$ cat src/rtl/morse_pkg.sv
// morse_pkg: shared definitions for the morse symbol interface.
// Symbol encoding matches the parser's DATA_OUT, so parser output can be
// looped straight back into the keyer. Also holds the keyer state type,
// segment unit counts and helpers mapping a symbol to its first segment.
package morse_pkg;

  typedef enum logic [1:0] {
    SYM_GAP  = 2'b00,
    SYM_DOT  = 2'b01,
    SYM_DASH = 2'b10,
    SYM_WORD = 2'b11
  } sym_t;

  typedef enum logic [1:0] {
    IDLE  = 2'd0,
    MARK  = 2'd1,
    SPACE = 2'd2
  } state_t;

  localparam logic [2:0] DOT_UNITS          = 3'd1;
  localparam logic [2:0] DASH_UNITS         = 3'd3;
  localparam logic [2:0] ELEM_GAP_UNITS     = 3'd1;
  // Gap symbols only add to the 1-unit inter-element space already played
  // after a mark: 1 + 2 = 3 units between letters, 1 + 6 = 7 between words.
  localparam logic [2:0] LETTER_EXTRA_UNITS = 3'd2;
  localparam logic [2:0] WORD_EXTRA_UNITS   = 3'd6;

  function automatic state_t seg_state(input sym_t s);
    return (s == SYM_DOT || s == SYM_DASH) ? MARK : SPACE;
  endfunction

  function automatic logic [2:0] seg_units(input sym_t s);
    case (s)
      SYM_DOT:  return DOT_UNITS;
      SYM_DASH: return DASH_UNITS;
      SYM_GAP:  return LETTER_EXTRA_UNITS;
      default:  return WORD_EXTRA_UNITS;
    endcase
  endfunction

endpackage

$ cat src/rtl/sym_fifo.sv
// sym_fifo: synchronous FIFO with occupancy count.
// Ports:
//   clk, rst_n  clock, asynchronous active-low reset (empties the FIFO)
//   push, wdata write request/data; ignored while full
//   pop         read request; ignored while empty
//   rdata       head entry (valid while !empty)
//   full, empty status flags
//   level       occupancy, 0..DEPTH
module sym_fifo #(
  parameter int WIDTH = 2,
  parameter int DEPTH = 8
) (
  input  logic                     clk,
  input  logic                     rst_n,
  input  logic                     push,
  input  logic [WIDTH-1:0]         wdata,
  input  logic                     pop,
  output logic [WIDTH-1:0]         rdata,
  output logic                     full,
  output logic                     empty,
  output logic [$clog2(DEPTH):0]   level
);

  localparam int AW = $clog2(DEPTH);

  logic [WIDTH-1:0] mem [DEPTH];
  logic [AW-1:0]    wr_ptr;
  logic [AW-1:0]    rd_ptr;
  logic             do_push;
  logic             do_pop;

  assign full    = (level == (AW+1)'(DEPTH));
  assign empty   = (level == '0);
  assign do_push = push && !full;
  assign do_pop  = pop && !empty;
  assign rdata   = mem[rd_ptr];

  always_ff @(posedge clk) begin
    if (do_push) mem[wr_ptr] <= wdata;
  end

  // Pointers wrap naturally because DEPTH is a power of two.
  always_ff @(posedge clk or negedge rst_n) begin
    if (!rst_n) begin
      wr_ptr <= '0;
      rd_ptr <= '0;
      level  <= '0;
    end else begin
      if (do_push) wr_ptr <= wr_ptr + 1'b1;
      if (do_pop)  rd_ptr <= rd_ptr + 1'b1;
      case ({do_push, do_pop})
        2'b10:   level <= level + 1'b1;
        2'b01:   level <= level - 1'b1;
        default: level <= level;
      endcase
    end
  end

endmodule

$ cat src/rtl/morse_keyer.sv
// morse_keyer: plays buffered morse symbols as a timed on/off key signal.
// Ports:
//   CLK, RST_N  clock, asynchronous active-low reset
//   EN          playback enable; low freezes timing and forces KEY_OUT low
//   SYM_VALID   symbol offered
//   SYM_DATA    symbol (sym_t encoding)
//   SYM_READY   FIFO can accept (= !full)
//   KEY_OUT     registered key, 1 = mark
//   BUSY        playing a segment or symbols still buffered
//   FIFO_LEVEL  FIFO occupancy
//   DBG_STATE   current FSM state, for observation
// Handshake: a symbol transfers on a rising CLK edge where SYM_VALID and
// SYM_READY are both high. SYM_READY depends only on FIFO fullness, never on
// a pop in the same cycle; the source must hold data until accepted.
module morse_keyer
  import morse_pkg::*;
#(
  parameter int UNIT_CYCLES = 12_500_000,
  parameter int DEPTH       = 8
) (
  input  logic                     CLK,
  input  logic                     RST_N,
  input  logic                     EN,
  input  logic                     SYM_VALID,
  input  logic [1:0]               SYM_DATA,
  output logic                     SYM_READY,
  output logic                     KEY_OUT,
  output logic                     BUSY,
  output logic [$clog2(DEPTH):0]   FIFO_LEVEL,
  output state_t                   DBG_STATE
);

  localparam int PW = $clog2(UNIT_CYCLES);

  state_t        state_q, state_d;
  logic [PW-1:0] pre_q, pre_d;
  logic [2:0]    units_q, units_d;
  logic          key_q;
  logic          pop;
  logic          full;
  logic          empty;
  logic [1:0]    head;
  logic          tick;
  logic          last;

  sym_fifo #(.WIDTH(2), .DEPTH(DEPTH)) u_fifo (
    .clk   (CLK),
    .rst_n (RST_N),
    .push  (SYM_VALID),
    .wdata (SYM_DATA),
    .pop   (pop),
    .rdata (head),
    .full  (full),
    .empty (empty),
    .level (FIFO_LEVEL)
  );

  assign SYM_READY = !full;
  assign BUSY      = (state_q != IDLE) || !empty;
  assign KEY_OUT   = key_q;
  assign DBG_STATE = state_q;

  // tick marks the terminal prescaler count; last is the final cycle of
  // the current segment, where the next segment may be loaded directly.
  assign tick = (pre_q == PW'(UNIT_CYCLES - 1));
  assign last = tick && (units_q == 3'd1);

  always_comb begin
    state_d = state_q;
    pre_d   = pre_q;
    units_d = units_q;
    pop     = 1'b0;
    if (EN) begin
      case (state_q)
        IDLE: begin
          if (!empty) begin
            pop     = 1'b1;
            state_d = seg_state(sym_t'(head));
            units_d = seg_units(sym_t'(head));
            pre_d   = '0;
          end
        end
        MARK: begin
          if (last) begin
            state_d = SPACE;
            units_d = ELEM_GAP_UNITS;
            pre_d   = '0;
          end else if (tick) begin
            units_d = units_q - 3'd1;
            pre_d   = '0;
          end else begin
            pre_d = pre_q + 1'b1;
          end
        end
        SPACE: begin
          if (last) begin
            pre_d = '0;
            if (!empty) begin
              pop     = 1'b1;
              state_d = seg_state(sym_t'(head));
              units_d = seg_units(sym_t'(head));
            end else begin
              state_d = IDLE;
              units_d = '0;
            end
          end else if (tick) begin
            units_d = units_q - 3'd1;
            pre_d   = '0;
          end else begin
            pre_d = pre_q + 1'b1;
          end
        end
        default: begin
          state_d = IDLE;
          units_d = '0;
          pre_d   = '0;
        end
      endcase
    end
  end

  always_ff @(posedge CLK or negedge RST_N) begin
    if (!RST_N) begin
      state_q <= IDLE;
      pre_q   <= '0;
      units_q <= '0;
      key_q   <= 1'b0;
    end else begin
      state_q <= state_d;
      pre_q   <= pre_d;
      units_q <= units_d;
      // Key follows the segment being entered, so it lines up with the
      // state register one cycle after the pop.
      key_q   <= EN && (state_d == MARK);
    end
  end

endmodule

$ cat config.mk
export PLATFORM = sky130hd
export DESIGN_NAME = morse_keyer
export DESIGN_NICKNAME = d
export VERILOG_FILES = /design/src/rtl/morse_pkg.sv /design/src/rtl/sym_fifo.sv /design/src/rtl/morse_keyer.sv
export SDC_FILE = /design/constraint.sdc
export NUM_CORES = 1
export LEC_CHECK = 0
export BUFFER_PORTS_ARGS = -buffer_cell sky130_fd_sc_hd__buf_4
export CAP_MARGIN = 15
export CORE_ASPECT_RATIO = 0.6
export CORE_UTILIZATION = 61
export CTS_CLUSTER_DIAMETER = 80
export DETAILED_ROUTE_END_ITERATION = 8
export PLACE_DENSITY = 0.79
export REMOVE_ABC_BUFFERS = 1
export SYNTH_ARGS = -nofsm -noshare
export SYNTH_HDL_FRONTEND = slang
export SYNTH_SLANG_ARGS = --single-unit
$ cat constraint.sdc
create_clock -name CLK -period 3.45 [get_ports CLK]
set_clock_uncertainty 0.05 [all_clocks]
set_input_delay 0.1725 -clock CLK [delete_from_list [all_inputs] [get_ports CLK]]
set_output_delay 0.1725 -clock CLK [all_outputs]
set_load 0.02 [all_outputs]
==> summary.txt, run 1 <==
Outcome
  • Status: complete, no violations

Critical path
  • R2r startpoint: pre_q[7]
  • CP max stage delay: 570 ps
  • Delay-heaviest family, CP: simple AND/OR/NAND/NOR gates
  • R2r worst-path depth: 11
  • Reg-to-reg slack, setup: 240 ps
  • Crit. End Element: flop
  • CP max stage cell: or4_1
  • CP required: 3590 ps
  • Crit Path Max Fanout: 6
  • Cell Chain, Critical Path: or4_1 -> or3_1 -> nor4_4 -> o211a_4 -> ha_1 -> ha_1 -> a21o_1 -> a21oi_1 -> xnor2_1 -> nor2_1 -> xor2_1
  • FF-to-FF End: u_fifo.level[3]
  • Most used cell, CP: ha_1
  • Critical path arrival: 3350 ps
  • CP Class: flop to flop
  • CP Buf/Inv Count: 0
  • Startpoint Class: flop

Pwr
  • Combinational share of power: 0.461
  • Pwr Total: 0.002539 W
  • LEAKAGE: 1.470 nW
  • Clock share of power: 0.140
  • Peak supply drop: 0.5875 mV
  • PD cells: 737.3 mW/mm2
  • Internal power: 0.001468 W
  • Share of power burned in registers: 0.399
  • Net Sw Frac: 0.4219
  • Psw: 0.001071 W

Run
  • Max-cap violations: 0

Place
  • Detailed Place HPWL: 5.231 mm
  • Post-DP Area: 0.003349 mm2
  • IO Port Bufs: 14
  • Final Wtd Congestion: 0.8477
  • Placed insts: 371

Min path
  • Worst Hold End: u_fifo.mem[1][1]
  • Worst Hold Class: primary input to flop
  • Startpoint of the worst hold path: SYM_DATA[1]
  • Hold path cells: 1

Synth
  • Top cells by count, synth: dfrtp_1 (40), nand2_1 (26), nor2_1 (25), edfxtp_1 (16), nand3_1 (16)
  • Flops & latches, synth: 56
  • Mapped Cells: 297
  • Asr flop ratio synth: 0.7143
  • Synth cell types: 59
  • Synth top area cells: dfrtp_1 (32%), edfxtp_1 (15%), ha_1 (5.5%), xor2_1 (4.1%), nand2_1 (3.1%)
  • Top-area cell type share of the netlist area: 0.3158
  • Avg Inst Size Synth: 10.67 um2
  • Synth Warn #: 0
  • Post-synth EDFFs: 16
  • Post-synth top area cell: dfrtp_1
  • Cell with the most instances after synthesis: dfrtp_1
  • Main flop type after synthesis: dfrtp_1
  • Seq/Total Area, Yosys: 0.4674
  • Cell Area, Synth: 0.003169 mm2

STA
  • Tightest Pin Transition: 829.9 ps
  • Setup_tns: 0 ps
  • Setup-violating endpoint count in the final report: 0
  • RSZ-0062 raised after global routing: no
  • Max-slew headroom: 0.4425
  • Period utilisation layout: 0.9293
  • Final hold violation count: 0
  • Fmax: 0.3119 GHz
  • Min cycle time layout: 3206 ps
  • Final Max Slew Viols: 0

Global routing
  • Antenna violations before repair: 0
  • Largest net degree at the start of global routing: 41
  • Total GRT Usage: 0.2834
  • Vias in the first global route: 2217
  • First-pass GRT wire length: 11.51 mm
  • Overflow after GRT: 0

Final layout
  • Synth-to-layout area growth: 8.646%
  • Cell area after layout: 0.003443 mm2
  • Post-Layout Cell Count: 380
  • Share of layout cells above drive strength 1: 0.1388
  • Antenna diodes: 0
  • Post-layout nets: 337
  • Post-layout util: 0.7206

Floorplan
  • Die X: 95.06 um
  • I/O Pins: 15
  • Initial core utilization: 0.6633
  • Chip Height: 57.84 um
  • Core Box Area: 0.004778 mm2
  • Total Die Area: 0.005498 mm2
  • Rows: 19

CTS
  • Root Driver: clkbuf_8
  • TritonCTS clock tree: done
  • Clk_lat worst skew: 320 ps
  • CTS Buf Count: 5
  • Clock slew at the register clock pins of the worst setup and hold paths: 100 ps
  • CTS HTree Levels: 2
  • Largest buffer count on any clock path: 2
  • CTS Sinks: 56

Route
  • ANT nets after route: 0
  • Iteration-0 DRC count of the detailed router: 290
  • Total number of vias: 2439
  • DRT Wirelength: 7.095 mm
  • Avg Vias per Cell: 6.418
  • DRC: 0
  • Wire length per cell: 18.67 um
  • Drt first pass iters: 5
## worst reg2reg max path, delay by kind of cell, from the launching register on
family | cells | cell delay, ps
xor+xnor | 2 | 280
fa+ha+maj | 2 | 440
simple gates | 4 | 1340
compound gates | 3 | 550
flops | 1 | 430
## power by group through the flow
stage / clock network, W / registers (W) / logic [W]
2_1_floorplan: 0 / 0.00101 / 0.000799
3_3_place_gp: 0 / 0.00101 / 0.00111
3_5_place_dp: 0 / 0.00102 / 0.00115
4_1_cts: 0.000362 / 0.00101 / 0.00116
5_1_grt: 0.000381 / 0.00103 / 0.00128
6_report: 0.000356 / 0.00101 / 0.00117
## flip-flops by register name, summed over array words and instances (netlist names)
name,flops
DBG_STATE,2
KEY_OUT,1
pre_q,24
u_fifo.level,4
u_fifo.mem,16
u_fifo.rd_ptr,3
u_fifo.wr_ptr,3
units_q,3
## placed cells by master (no fill, tap or decap), types with 2 or more instances in the layout
cell / count
a211oi_1: 2
a21o_1: 3
a21oi_1: 5
a22o_1: 3
a31oi_1: 4
and2_1: 2
and3_1: 8
and4_1: 3
buf_4: 19
clkbuf_8: 5
dfrtp_1: 40
edfxtp_1: 16
ha_1: 14
inv_1: 12
mux2_2: 4
mux2i_1: 3
mux4_2: 4
nand2_1: 26
nand2b_1: 4
nand3_1: 16
nand4_1: 10
nor2_1: 25
nor2b_1: 6
nor3_1: 7
nor4_1: 2
nor4_2: 2
o2111a_1: 2
o2111ai_1: 2
o211ai_1: 3
o21a_1: 2
o21ai_0: 11
o21ai_2: 2
or4_1: 2
xnor2_1: 7
xor2_1: 15
## layer usage
layer,wire length (um),share of wire,vias to the layer above,GRT usage
met1,3519,0.50,1173,0.4719
met5,0,0,-,0
li1,-,-,1135,-
met2,2848,0.40,124,0.3607
met4,57,0.0080,0,0.07576
met3,669,0.094,7,0.06430
## logic make-up after synthesis
logic type | Yosys count | synth area share
AO/OA/AOI/OAI | 49 | 0.1121
XOR/XNOR | 22 | 0.06080
adder cells (fa/ha/maj) | 15 | 0.06159
buffers and inverters | 20 | 0.02724
flip-flops | 56 | 0.4674
multiplexers | 12 | 0.05685
AND/OR/NAND/NOR | 123 | 0.2140
## repair_timing
item / CTS / global route
hold endpoints to repair: 40 / 0
resized for setup: 0 / 0
buffers inserted: 0 / 0
hold buffers: 1 / 0
## stage by stage
stage | setup slack [ps] | hold WS [ps]
after floorplan | 318.1 | -173.1
after global placement | 332.3 | 126.2
after detailed placement | 268.4 | 126.6
after CTS | 244.2 | 54.84
after global routing | 77.49 | 49.81
final | 244.1 | 49.45
## how the worst max path moves through the flow
stage                      end  slack (ps)  startpoint  cells past startpoint
2_1_floorplan  u_fifo.level[3]         320    pre_q[7]                     11
3_3_place_gp   u_fifo.level[3]         330    pre_q[7]                     11
3_5_place_dp   u_fifo.level[3]         270    pre_q[7]                     11
4_1_cts        u_fifo.level[3]         240    pre_q[7]                     11
5_1_grt        u_fifo.level[3]          80    pre_q[7]                     11
6_report       u_fifo.level[3]         240    pre_q[7]                     11
## layout make-up
| class | count | area, um2 |
|---|---|---|
| Tap cell | 63 | 78.83 |
| Multi-Input combinational cell | 221 | 1602 |
| Clock inverter | 2 | 11.26 |
| Sequential cell | 56 | 1481 |
| Inverter | 12 | 45.04 |
| Clock buffer | 6 | 72.57 |
| Fill cell | 349 | 1335 |
| Timing Repair Buffer | 20 | 152.6 |
Note: power is estimated with default switching activity, not from simulation.
==> run 2: changes to the inputs <==
--- a/config.mk
+++ b/config.mk
@@ -8,10 +8,9 @@
 export BUFFER_PORTS_ARGS = -buffer_cell sky130_fd_sc_hd__buf_4
 export CAP_MARGIN = 15
 export CORE_ASPECT_RATIO = 0.6
-export CORE_UTILIZATION = 61
+export CORE_UTILIZATION = 25
 export CTS_CLUSTER_DIAMETER = 80
 export DETAILED_ROUTE_END_ITERATION = 8
-export PLACE_DENSITY = 0.79
 export REMOVE_ABC_BUFFERS = 1
 export SYNTH_ARGS = -nofsm -noshare
 export SYNTH_HDL_FRONTEND = slang
==> summary.txt, run 2 (same netlist as run 1, synthesis figures left out) <==
Final layout
  • Post-layout util: 0.2981
  • Commonest non-fill, non-tap cell in the layout: dfrtp_1
  • Footprint of the multi-input gates: 0.001602 mm2
  • Flip-flop and latch area: 0.001481 mm2
  • Post-layout nets: 338
  • Fill count: 1297
  • Share of layout cells above drive strength 1: 0.1447
  • Synth-to-layout area growth: 14.92%
  • Most frequent cells in the layout: dfrtp_1 (40), nand2_1 (26), nor2_1 (25)
  • Antenna diodes: 0
  • Largest register FFs: 24
  • Register bank with the most flops: pre_q
  • Top flop regs: pre_q: 24 flops, u_fifo.mem: 16 flops, u_fifo.level: 4 flops

Global routing
  • GR Util met1: 0.1825
  • Largest net degree at the start of global routing: 41
  • GR Util met3: 0.01837
  • Layer with the highest usage: met1
  • Vias in the first global route: 2350
  • Total GRT Usage: 0.1179
  • Overflow after GRT: 0
  • First-pass GRT wire length: 12.10 mm
  • Met2 Use GR: 0.1677
  • Antenna violations before repair: 0

STA
  • Fmax: 0.3072 GHz
  • Tightest Pin Transition: 814.8 ps
  • Final Max Slew Viols: 0
  • Setup_tns: 0 ps
  • RSZ-0062 raised after global routing: no
  • Final Hold Slack: 72.68 ps
  • Max-slew headroom: 0.4526
  • Setup-violating endpoint count in the final report: 0
  • Final hold violation count: 0
  • Min cycle time layout: 3255 ps
  • Period utilisation layout: 0.9435

Place
  • Detailed Place HPWL: 5.352 mm
  • IO Port Bufs: 14
  • Final Wtd Congestion: 0.8304

Route
  • Iteration-0 DRC count of the detailed router: 175
  • DRT Wirelength: 7.132 mm
  • DRC: 0
  • Drt first pass iters: 4
  • Wire length per cell: 14.77 um
  • Total number of vias: 2353
  • ANT nets after route: 0
  • Avg Vias per Cell: 4.872

Pwr
  • Peak supply drop: 0.2751 mV
  • Psw: 0.001078 W
  • Internal power: 0.001598 W
  • Share of power burned in registers: 0.375
  • Clock share of power: 0.193
  • LEAKAGE: 1.504 nW
  • Net Sw Frac: 0.4030
  • PD cells: 734.7 mW/mm2
  • Combinational share of power: 0.432

CTS
  • Root Driver: clkbuf_16
  • CTS HTree Levels: 2
  • CTS Sinks: 56
  • Clock slew at the register clock pins of the worst setup and hold paths: 70 ps
  • Clk_lat worst skew: 300 ps
  • PostCTS Resize Cnt: 0
  • CTS Buf Count: 5
  • TritonCTS clock tree: done
  • Largest buffer count on any clock path: 2

Critical path
  • Delay-heaviest family, CP: simple AND/OR/NAND/NOR gates
  • CP required: 3580 ps
  • CP Class: flop to flop
  • CP Buf/Inv Count: 0
  • Critical path arrival: 3380 ps
  • Crit path launch: pre_q[7]
  • Cell Chain, Critical Path: or4_1 -> or3_1 -> nor4_4 -> o211a_4 -> ha_1 -> ha_1 -> a21o_1 -> a21oi_1 -> xnor2_1 -> nor2_1 -> xor2_1
  • CP max stage cell: or4_1
  • Crit Path Max Fanout: 6
  • R2r startpoint: pre_q[7]
  • Startpoint Class: flop
  • Crit. End Element: flop
  • Most used cell, CP: ha_1
  • CP max stage delay: 550 ps

Run
  • Max-cap violations: 0

Outcome
  • Status: complete, no violations

Floorplan
  • Die X: 147.4 um
  • Total Die Area: 0.01315 mm2
  • Core Box Area: 0.01222 mm2
  • Initial core utilization: 0.2594
  • I/O Pins: 15
  • Chip Height: 89.22 um
  • Rows: 31

Min path
  • Startpoint of the worst hold path: SYM_DATA[1]
  • Worst Hold Class: primary input to flop
-- run 2: cell types whose count changed in the layout (fill, tap and decap cells not counted), sizes merged --
cell and delta:
clkbuf -1, clkinv +1, buf +1
-- run 2: path summary, 6_finish.rpt --
kind | endpoint | slack (ps) | cells past startpoint
min reg2reg | units_q[1] | 460 | 2
max | u_fifo.level[3] | 200 | 11
min in group asynchronous | KEY_OUT | 350 | 2
max reg2reg | u_fifo.level[3] | 200 | 11
max in group asynchronous | pre_q[15] | 2630 | 2
min | u_fifo.mem[2][1] | 70 | 1
-- run 2: repair_timing --
item,4_1_cts,5_1_grt
buffers inserted,0,0
hold buffers,1,0
endpoints found under the hold margin,40,0
-- run 2: area by class of cell --
class / count / share of cell area
inverter: 12 / 0.01237
tap: 165 / 0.05668
clock buffer: 5 / 0.03435
sequential: 56 / 0.4067
timing repair buffer: 21 / 0.04397
multi-input combinational: 221 / 0.4397
clock inverter: 3 / 0.006183
-- run 2: per-layer routing --
layer  wire (um)  up-vias
met4          67        0
met2        2830       47
met5           0        -
met3         315        7
li1            -     1139
met1        3919     1160
-- run 2: worst reg2reg max path: stages, from the launching register on --
cell and delay [ps]:
dfrtp_1 420, or4_1 550, or3_1 450, nor4_4 270, o211a_4 210, ha_1 210
ha_1 250, a21o_1 180, a21oi_1 180, xnor2_1 150, nor2_1 70, xor2_1 140
-- run 2: power groups by stage --
stage | Sequential [W] | Combinational [W] | Clock [W]
4_1_cts | 0.00100 | 0.00116 | 0.000533
2_1_floorplan | 0.00101 | 0.000799 | 0
6_report | 0.00100 | 0.00116 | 0.000517
3_3_place_gp | 0.00101 | 0.00112 | 0
5_1_grt | 0.00103 | 0.00128 | 0.000558
3_5_place_dp | 0.00101 | 0.00116 | 0
-- run 2: stage by stage --
step	instances	worst slack, ps	total power, W	area (um2)
2_1_floorplan	289	318.1	0.001806	3128
4_1_cts	483	185.8	0.002695	3642
5_1_grt	483	58.39	0.002868	3642
3_3_place_gp	474	300.7	0.002124	3485
6_report	483	195.1	0.002676	3642
3_5_place_dp	474	204.7	0.002170	3485
==> run 3: changes to the inputs <==
--- a/config.mk
+++ b/config.mk
@@ -12,6 +12,7 @@
 export CTS_CLUSTER_DIAMETER = 80
 export DETAILED_ROUTE_END_ITERATION = 8
 export REMOVE_ABC_BUFFERS = 1
+export SETUP_SLACK_MARGIN = 0.2
 export SYNTH_ARGS = -nofsm -noshare
 export SYNTH_HDL_FRONTEND = slang
 export SYNTH_SLANG_ARGS = --single-unit
==> summary.txt, run 3 (same netlist as run 1, synthesis figures left out) <==
STA
  • Final hold violation count: 0
  • Setup_tns: 0 ps
  • Worst Slack Setup Final: 371.8 ps
  • Max-slew headroom: 0.4659
  • RSZ-0062 raised after global routing: no
  • Tightest Pin Transition: 795.0 ps
  • Setup-violating endpoint count in the final report: 0
  • Min cycle time layout: 3078 ps
  • Period utilisation layout: 0.8922
  • Fmax: 0.3249 GHz
  • Final Max Slew Viols: 0

Run
  • Max-cap violations: 0

Critical path
  • R2r worst-path depth: 11
  • Crit. End Element: flop
  • Critical path arrival: 3200 ps
  • CP max stage delay: 560 ps
  • CP required: 3580 ps
  • Cell Chain, Critical Path: or4_4 -> or3_4 -> nor4_4 -> o211a_4 -> ha_2 -> ha_1 -> a21o_1 -> a21oi_2 -> xnor2_1 -> nor2_1 -> xor2_1
  • Crit Path Max Fanout: 6
  • CP Buf/Inv Count: 0
  • Stages on worst setup path: 11
  • Startpoint Class: flop
  • CP max stage cell: or4_4
  • Delay-heaviest family, CP: simple AND/OR/NAND/NOR gates
  • CP Class: flop to flop

Route
  • Drt first pass iters: 4
  • Top sig layer: met4
  • WL met2: 2.867 mm
  • Wire length per cell: 14.85 um
  • Avg Vias per Cell: 4.878
  • DRT Wirelength: 7.172 mm
  • M1 WL: 4.024 mm
  • DRC: 0
  • Total number of vias: 2356
  • ANT nets after route: 0
  • Iteration-0 DRC count of the detailed router: 161
  • Metal3 WL: 218 um

Final layout
  • Largest register FFs: 24
  • Share of layout cells above drive strength 1: 0.1604
  • Top flop regs: pre_q: 24 flops, u_fifo.mem: 16 flops, u_fifo.level: 4 flops
  • Cell area after layout: 0.003659 mm2
  • Antenna diodes: 0
  • Register bank with the most flops: pre_q
  • Synth-to-layout area growth: 15.44%
  • Most frequent cells in the layout: dfrtp_1 (39), nand2_1 (26), nor2_1 (25)
  • Commonest non-fill, non-tap cell in the layout: dfrtp_1
  • Post-layout nets: 338
  • Fill count: 1302

CTS
  • CTS HTree Levels: 2
  • Clk_lat worst skew: 300 ps
  • Largest buffer count on any clock path: 2
  • TritonCTS clock tree: done
  • Setup Fix Bufs, Post-CTS: 0
  • Root Driver: clkbuf_16
  • CTS Sinks: 56
  • CTS Buf Count: 5
  • Clock slew at the register clock pins of the worst setup and hold paths: 70 ps

Pwr
  • Combinational share of power: 0.435
  • Psw: 0.001085 W
  • Peak supply drop: 0.2789 mV
  • Share of power burned in registers: 0.372
  • Net Sw Frac: 0.4036
  • LEAKAGE: 1.502 nW
  • PD cells: 734.7 mW/mm2
  • Internal power: 0.001603 W
  • Clock share of power: 0.193

Global routing
  • Antenna violations before repair: 0
  • Overflow after GRT: 0
  • Total GRT Usage: 0.1185
  • Largest net degree at the start of global routing: 41
  • Vias in the first global route: 2355
  • First-pass GRT wire length: 12.14 mm

Floorplan
  • I/O Pins: 15
  • Rows: 31
  • Initial core utilization: 0.2594
  • Total Die Area: 0.01315 mm2
  • Core Box Area: 0.01222 mm2
  • Chip Height: 89.22 um
  • Die X: 147.4 um

Min path
  • Hold path cells: 1
  • Worst Hold Class: primary input to flop

Place
  • Pre-CTS setup slack: 204.7 ps
  • Final Wtd Congestion: 0.8304
  • Post-DP Area: 0.003485 mm2
  • Detailed Place HPWL: 5.352 mm
  • IO Port Bufs: 14

Outcome
  • Status: complete, no violations
[run 3: cell types whose count changed in the layout (fill, tap and decap cells not counted)]
| cell | delta |
|---|---|
| a21oi_2 | +1 |
| or3_4 | +1 |
| or4_4 | +1 |
| or3_1 | -1 |
| a21oi_1 | -1 |
| or4_1 | -1 |
| ha_2 | +1 |
| dfrtp_1 | -1 |
| ha_1 | -1 |
| dfrtp_2 | +1 |
[run 3: area by class of cell]
class	instances	area (um2)	area share
clock buffers	5	125.1	0.03420
clock inverters	3	22.52	0.006156
inverters	12	45.04	0.01231
multi-input cells	221	1617	0.4419
flip-flops and latches	56	1483	0.4053
well taps	165	206.4	0.05643
repair buffers	21	160.2	0.04378
[run 3: routing by layer]
layer,vias to the layer above,global-route usage
li1,1137,-
met5,-,0
met2,34,0.1698
met4,0,0.03093
met1,1179,0.1825
met3,6,0.01837
[run 3: power groups by stage]
| stage | sequential [W] | clock [W] | combinational [W] |
|---|---|---|---|
| after floorplan | 0.00101 | 0 | 0.000799 |
| after global placement | 0.00101 | 0 | 0.00112 |
| after detailed placement | 0.00101 | 0 | 0.00116 |
| after CTS | 0.00100 | 0.000533 | 0.00116 |
| after global routing | 0.00103 | 0.000558 | 0.00129 |
| final | 0.00100 | 0.000518 | 0.00117 |
[run 3: worst paths after layout]
kind | from | endpoint | slack, ps
setup / recovery | pre_q[7] | u_fifo.level[3] | 370
hold / removal | SYM_DATA[0] | u_fifo.mem[2][0] | 80
setup reg to reg | pre_q[7] | u_fifo.level[3] | 370
hold reg to reg | units_q[1] | units_q[1] | 470
max in group asynchronous | RST_N | pre_q[6] | 2610
min in group asynchronous | RST_N | KEY_OUT | 350
[run 3: repair_timing]
action                                  in CTS  in global routing
endpoints found under the setup margin       1                  1
endpoints found under the hold margin       40                  0
pin swaps                                    0                  1
hold buffers                                 1                  0
resized for setup                            1                  4
[run 3: through the flow]
step	power [W]	hold slack, ps	instances	util
2_1_floorplan	0.001806	-173.1	289	-
3_3_place_gp	0.002124	141.5	474	0.2852
3_5_place_dp	0.002170	138.4	474	0.2852
4_1_cts	0.002695	68.41	483	0.2985
5_1_grt	0.002877	74.59	483	0.2994
6_report	0.002688	75.04	483	0.2994
